$ cat config.mk
export PLATFORM = sky130hd
export DESIGN_NAME = egress_port_shaper
export DESIGN_NICKNAME = d
export VERILOG_FILES = /design/src/rtl/egress_port_shaper.sv
export SDC_FILE = /design/constraint.sdc
export NUM_CORES = 1
export LEC_CHECK = 0
export CAP_MARGIN = 25
export CORE_MARGIN = 2
export CORE_UTILIZATION = 55
export DETAILED_ROUTE_END_ITERATION = 16
export HOLD_SLACK_MARGIN = 0.08
export PLACE_DENSITY = 0.77
export SLEW_MARGIN = 40
export SYNTH_ARGS = -nofsm -noshare
export SYNTH_HDL_FRONTEND = slang
export SYNTH_SLANG_ARGS = --single-unit
$ cat constraint.sdc
create_clock -name iClk -period 5 [get_ports iClk]
set_input_delay 0.75 -clock iClk [delete_from_list [all_inputs] [get_ports iClk]]
set_output_delay 0.75 -clock iClk [all_outputs]
set_load 0.01 [all_outputs]
$ cat src/rtl/egress_port_shaper.sv
// Per-port egress stage: framing check, FWFT buffer, optional store-and-forward, inter-packet gap.
// Latency: head word is visible on the tx side one cycle after it is written (SAF waits for the Eop write).
// Backpressure: oRdRdy drops only when the buffer is full; iTxRdy low holds the head word stable.

`ifndef DATA_WIDTH
`define DATA_WIDTH 8
`endif

module egress_port_shaper #(
  parameter int DATA_WIDTH = `DATA_WIDTH,
  parameter int FIFO_DEPTH = 16,
  parameter bit SAF        = 1'b1,
  parameter int IPG_W      = 4
) (
  input  logic                  iClk,
  input  logic                  iRst_n,
  input  logic                  iRdSop,
  input  logic                  iRdEop,
  input  logic                  iRdVld,
  input  logic [DATA_WIDTH-1:0] iRdData,
  output logic                  oRdRdy,
  input  logic                  iRdLast,
  output logic                  oTxSop,
  output logic                  oTxEop,
  output logic                  oTxVld,
  output logic [DATA_WIDTH-1:0] oTxData,
  input  logic                  iTxRdy,
  input  logic [IPG_W-1:0]      iIpgCycles,
  output logic [31:0]           oPktCnt,
  output logic [15:0]           oErrCnt,
  output logic [15:0]           oBurstCnt,
  output logic                  oBusy
);

  localparam int PTR_W = $clog2(FIFO_DEPTH);
  localparam int CNT_W = PTR_W + 1;
  localparam int ENT_W = DATA_WIDTH + 2;
  localparam logic [CNT_W-1:0] DEPTH_C = CNT_W'(FIFO_DEPTH);

  typedef enum logic {WAIT_SOP, IN_PKT} inState_t;
  typedef enum logic [1:0] {IDLE, SEND, GAP} txState_t;

  logic [ENT_W-1:0]      fifoMem [FIFO_DEPTH];
  logic [PTR_W-1:0]      wrPtr, rdPtr;
  logic [CNT_W-1:0]      fifoCnt, pktInFifo;
  inState_t              inState;
  txState_t              txState;
  logic [IPG_W-1:0]      gapCnt;

  logic                  fifoEmpty, fifoFull, rdAccept, fifoWr, fifoRd, frameErr;
  logic                  wrEop, txVld, txEopHs, canStart;
  logic [ENT_W-1:0]      headEnt;
  logic                  headSop, headEop;
  logic [DATA_WIDTH-1:0] headData;

  assign fifoEmpty = (fifoCnt == '0);
  assign fifoFull  = (fifoCnt == DEPTH_C);
  assign oRdRdy    = iRst_n && !fifoFull;
  assign rdAccept  = iRdVld && oRdRdy;
  // A word is kept unless it arrives between packets without a Sop.
  assign fifoWr    = rdAccept && (inState == IN_PKT || iRdSop);
  assign frameErr  = rdAccept && ((inState == WAIT_SOP && !iRdSop) || (inState == IN_PKT && iRdSop));
  assign wrEop     = fifoWr && iRdEop;

  assign headEnt   = fifoMem[rdPtr];
  assign headSop   = headEnt[ENT_W-1];
  assign headEop   = headEnt[ENT_W-2];
  assign headData  = headEnt[DATA_WIDTH-1:0];

  // Full buffer also releases a packet so one longer than the FIFO cannot deadlock.
  assign canStart  = !fifoEmpty && (!SAF || pktInFifo != '0 || fifoFull);

  // Tx valid follows the FSM and the head entry in the same cycle.
  always_comb begin
    txVld = 1'b0;
    if (iRst_n) begin
      case (txState)
        IDLE:    txVld = canStart;
        SEND:    txVld = !fifoEmpty;
        default: txVld = 1'b0;
      endcase
    end
  end

  assign fifoRd  = txVld && iTxRdy;
  assign txEopHs = fifoRd && headEop;

  assign oTxVld  = txVld;
  assign oTxSop  = txVld && headSop;
  assign oTxEop  = txVld && headEop;
  assign oTxData = txVld ? headData : '0;
  assign oBusy   = !fifoEmpty || txState != IDLE;

  // Buffer storage; stale entries are unreachable once the pointers are reset.
  always_ff @(posedge iClk) begin
    if (fifoWr) fifoMem[wrPtr] <= {iRdSop, iRdEop, iRdData};
  end

  // Pointers, occupancy and count of complete packets held.
  always_ff @(posedge iClk) begin
    if (!iRst_n) begin
      wrPtr     <= '0;
      rdPtr     <= '0;
      fifoCnt   <= '0;
      pktInFifo <= '0;
    end else begin
      if (fifoWr) wrPtr <= wrPtr + PTR_W'(1);
      if (fifoRd) rdPtr <= rdPtr + PTR_W'(1);
      case ({fifoWr, fifoRd})
        2'b10:   fifoCnt <= fifoCnt + CNT_W'(1);
        2'b01:   fifoCnt <= fifoCnt - CNT_W'(1);
        default: fifoCnt <= fifoCnt;
      endcase
      case ({wrEop, txEopHs})
        2'b10:   pktInFifo <= pktInFifo + CNT_W'(1);
        2'b01:   pktInFifo <= pktInFifo - CNT_W'(1);
        default: pktInFifo <= pktInFifo;
      endcase
    end
  end

  // Input framing tracker; a stray Sop mid-packet simply starts a new packet.
  always_ff @(posedge iClk) begin
    if (!iRst_n) begin
      inState <= WAIT_SOP;
    end else if (fifoWr) begin
      inState <= iRdEop ? WAIT_SOP : IN_PKT;
    end
  end

  // Tx sequencing: start, stream, then hold off for the programmed gap.
  always_ff @(posedge iClk) begin
    if (!iRst_n) begin
      txState <= IDLE;
      gapCnt  <= '0;
    end else if (txEopHs) begin
      gapCnt  <= iIpgCycles;
      txState <= (iIpgCycles != '0) ? GAP : IDLE;
    end else begin
      case (txState)
        IDLE: if (txVld) txState <= SEND;
        SEND: txState <= SEND;
        GAP: begin
          if (gapCnt <= IPG_W'(1)) txState <= IDLE;
          else gapCnt <= gapCnt - IPG_W'(1);
        end
        default: txState <= IDLE;
      endcase
    end
  end

  // Statistics: packets out (wrapping), framing errors (saturating), burst ends (wrapping).
  always_ff @(posedge iClk) begin
    if (!iRst_n) begin
      oPktCnt   <= '0;
      oErrCnt   <= '0;
      oBurstCnt <= '0;
    end else begin
      if (txEopHs) oPktCnt <= oPktCnt + 32'd1;
      if (frameErr && oErrCnt != 16'hFFFF) oErrCnt <= oErrCnt + 16'd1;
      if (wrEop && iRdLast) oBurstCnt <= oBurstCnt + 16'd1;
    end
  end

endmodule
==> reports/summary.txt <==
Critical path buffers and inverters - 1
RSZ-0062 raised after global routing - false
P per Cell Area - 345 nW/um^2
Final Hold Fails - 0
die area - 20500 sq um
Peak VDD IR - 0.247 mV
max-slew violations - 0
first-pass GRT wire length - 35.7 mm
detailed-route via count - 6804
htree depth - 1
clk sinks - 253
Post-synth EDFFs - 160
area share of the largest cell type after synthesis - 0.452
Residual DRC - 0
area delta synth->final - 21.1%
CTS root buf - clkbuf_16
vias in the first global route - 6655
Clock Skews - 0.00901 ns
post-route ant nets - 0
drt first pass iters - 5
Critical Path Fanout Max - 17
TritonCTS Buffers - 26
Slew HR - 0.479
PortBufs - 95
Yosys reg bits - 253
syn avg cell area - 13.5 sq um
Critical Path AT - 4.72 ns
initial antenna violation count - 0
CP top delay family - simple AND/OR/NAND/NOR gates
worst-path cell chain - mux4_2 > nand3_1 > nand4_1 > nand3_2 > inv_2 > ha_1 > xor2_1 > ha_1 > o21a_1 > o22a_1 > a21oi_1 > xor2_1 > or3_1 > a21oi_1
Setup Fix Bufs, Post-CTS - 0
dominant cell type by area after synthesis - edfxtp_1
Setup CP Type - register to register
Pwr Total - 4.44 mW
R2R Setup Slk - 0.71 ns
post-synthesis sequential area ratio - 0.627
DR vias/cell - 5.75
CORE AREA - 18800 sq um
Setup violations, final - 0
slowest stage delay, CP - 0.72 ns
CTS tree - done
drt total wl - 22.5 mm
Netlist Area Pre-Place - 10600 sq um
setup TNS - 0 ns
commonest non-fill, non-tap cell in the layout - edfxtp_1
initial core utilization - 0.565
Synthesis Warnings - 0
DP HPWL - 14.0 mm
worst skew pair latency - 0.51 ns
switching share of power - 0.199
crit path capture type - register
Die H - 143 microns
worst-case clock buffer depth - 3
Least-Margin Pin Slew - 0.778 ns
Int Pwr - 3.56 mW
Initial DRC Count - 607
Die X - 143 microns
NetSw - 883 uW
commonest cells after routing, fill and taps aside - edfxtp_1, clkdlybuf4s50_1, dfxtp_1
fin crit period - 4.29 ns
row count - 50
Worst path slowest cell - dfxtp_2
layout cells sized above 1 - 0.134
gate count of the mapped netlist - 786
Mapped Nets - 825
n_diodes - 0
ys async rst share - 0
fin crit share - 0.858
cts hold-fix bufs - 0
global-route total usage across every layer - 0.224
outcome - complete, no violations
top post-synthesis cells by area - edfxtp_1, dfxtp_1, mux4_2
static leakage power - 4.22 nW
Final Net Count - 943
Top FF cell, synth - edfxtp_1
largest net degree at the start of global routing - 67
max-cap violations - 0
logic gate share of total power - 0.044
Post-CTS Resized - 0
Worst Hold Class - register to register
Req. time, crit path - 5.44 ns
routed len/inst - 19.0 microns
Top Ports - 96
clock power share - 0.450
Final Wtd Congestion - 0.791
CTS clock-pin slew for the worst setup and hold paths - 0.06 ns
Synth cell types - 54
Setup crit start kind - register
GR Overflow Total - 0
Flop pwr share - 0.506
Fmax - 233 MHz
==> area by class of cell <==
type / count / area [sq um]
Clock buffer: 34 / 732
Clock inverter: 14 / 175
Fill cell: 1297 / 5950
Inverter: 25 / 93.8
Multi-Input combinational cell: 478 / 3750
Sequential cell: 253 / 6670
Tap cell: 260 / 325
Timing Repair Buffer: 120 / 1140
==> cells in the mapped netlist (all sizes together) (3+ instances only) <==
library cell / n
and3: 9
and4: 8
inv: 25
ha: 19
edfxtp: 160
nand3b: 3
nand4: 17
mux2i: 8
a21oi: 39
and2: 16
mux4: 49
or3: 19
o21ai: 19
o21a: 3
nand2b: 8
xnor2: 27
nor4: 6
xor2: 23
nor2: 85
dfxtp: 93
or4: 8
nor3: 15
clkbuf: 22
nand2: 40
buf: 8
nand3: 29
o31ai: 4
==> power groups by stage <==
stage	Combinational, mW	Sequential (mW)	Clock [mW]
4_1_cts	0.196	2.25	2.04
2_1_floorplan	0.118	2.28	0
6_report	0.195	2.25	2.00
3_5_place_dp	0.195	2.29	0
5_1_grt	0.213	2.25	2.12
3_3_place_gp	0.190	2.29	0
==> routing by layer <==
| layer | share of wire | GRT usage |
|---|---|---|
| met5 | 0 | 0 |
| met4 | 0.018 | 0.0542 |
| met3 | 0.070 | 0.0345 |
| met2 | 0.49 | 0.377 |
| met1 | 0.42 | 0.308 |
==> per-stage QoR <==
step | std cells | util | hold slack [ns] | setup slack [ns] | instance area [sq um]
global route | 1184 | 0.684 | 0.515 | 0.432 | 12900
CTS | 1184 | 0.684 | 0.496 | 0.694 | 12900
detailed placement | 1136 | 0.636 | 0.480 | 0.765 | 12000
global placement | 1136 | 0.636 | 0.475 | 0.897 | 12000
finish | 1184 | 0.684 | 0.496 | 0.712 | 12900
floorplan | 786 | - | 0.453 | 1.34 | 10600
==> sequential cells by signal, indices dropped and copies added (netlist names), named ones only <==
name and flops:
fifoCnt 5, fifoMem 160, gapCnt 4, inState 1, oBurstCnt 16, oErrCnt 16
oPktCnt 32, pktInFifo 5, rdPtr 4, txState 2, wrPtr 4
==> worst reg2reg max path, delay by kind of cell (launching register included) <==
| kind | cells | cell delay (ns) |
|---|---|---|
| xor gates and xnor gates | 2 | 0.28 |
| muxes | 1 | 0.60 |
| adders and majority gates | 2 | 0.55 |
| AOI/OAI and AO/OA | 4 | 0.70 |
| buffers and inverters | 1 | 0.16 |
| DFF | 1 | 0.72 |
| and+or+nand+nor | 4 | 1.20 |
==> worst paths after layout <==
| check | from | to | depth (start not counted) |
|---|---|---|---|
| worst min-delay path | oPktCnt[13] | oPktCnt[13] | 2 |
| worst max register to register | register | pktInFifo[4] | 14 |
| worst max-delay path | register | pktInFifo[4] | 14 |
| worst min register to register | oPktCnt[13] | oPktCnt[13] | 2 |
==> logic make-up (layout without fill, tap and decap cells) <==
family | count (synthesis) | after routing | share of synthesized area
flops | 253 | 253 | 0.627
buf+inv | 55 | 193 | 0.0214
simple gates | 269 | 269 | 0.130
compound gates | 82 | 82 | 0.0449
xor+xnor | 50 | 50 | 0.0412
mux | 57 | 57 | 0.111
fa+ha+maj | 20 | 20 | 0.0242
(Power assumes the default switching activity.)
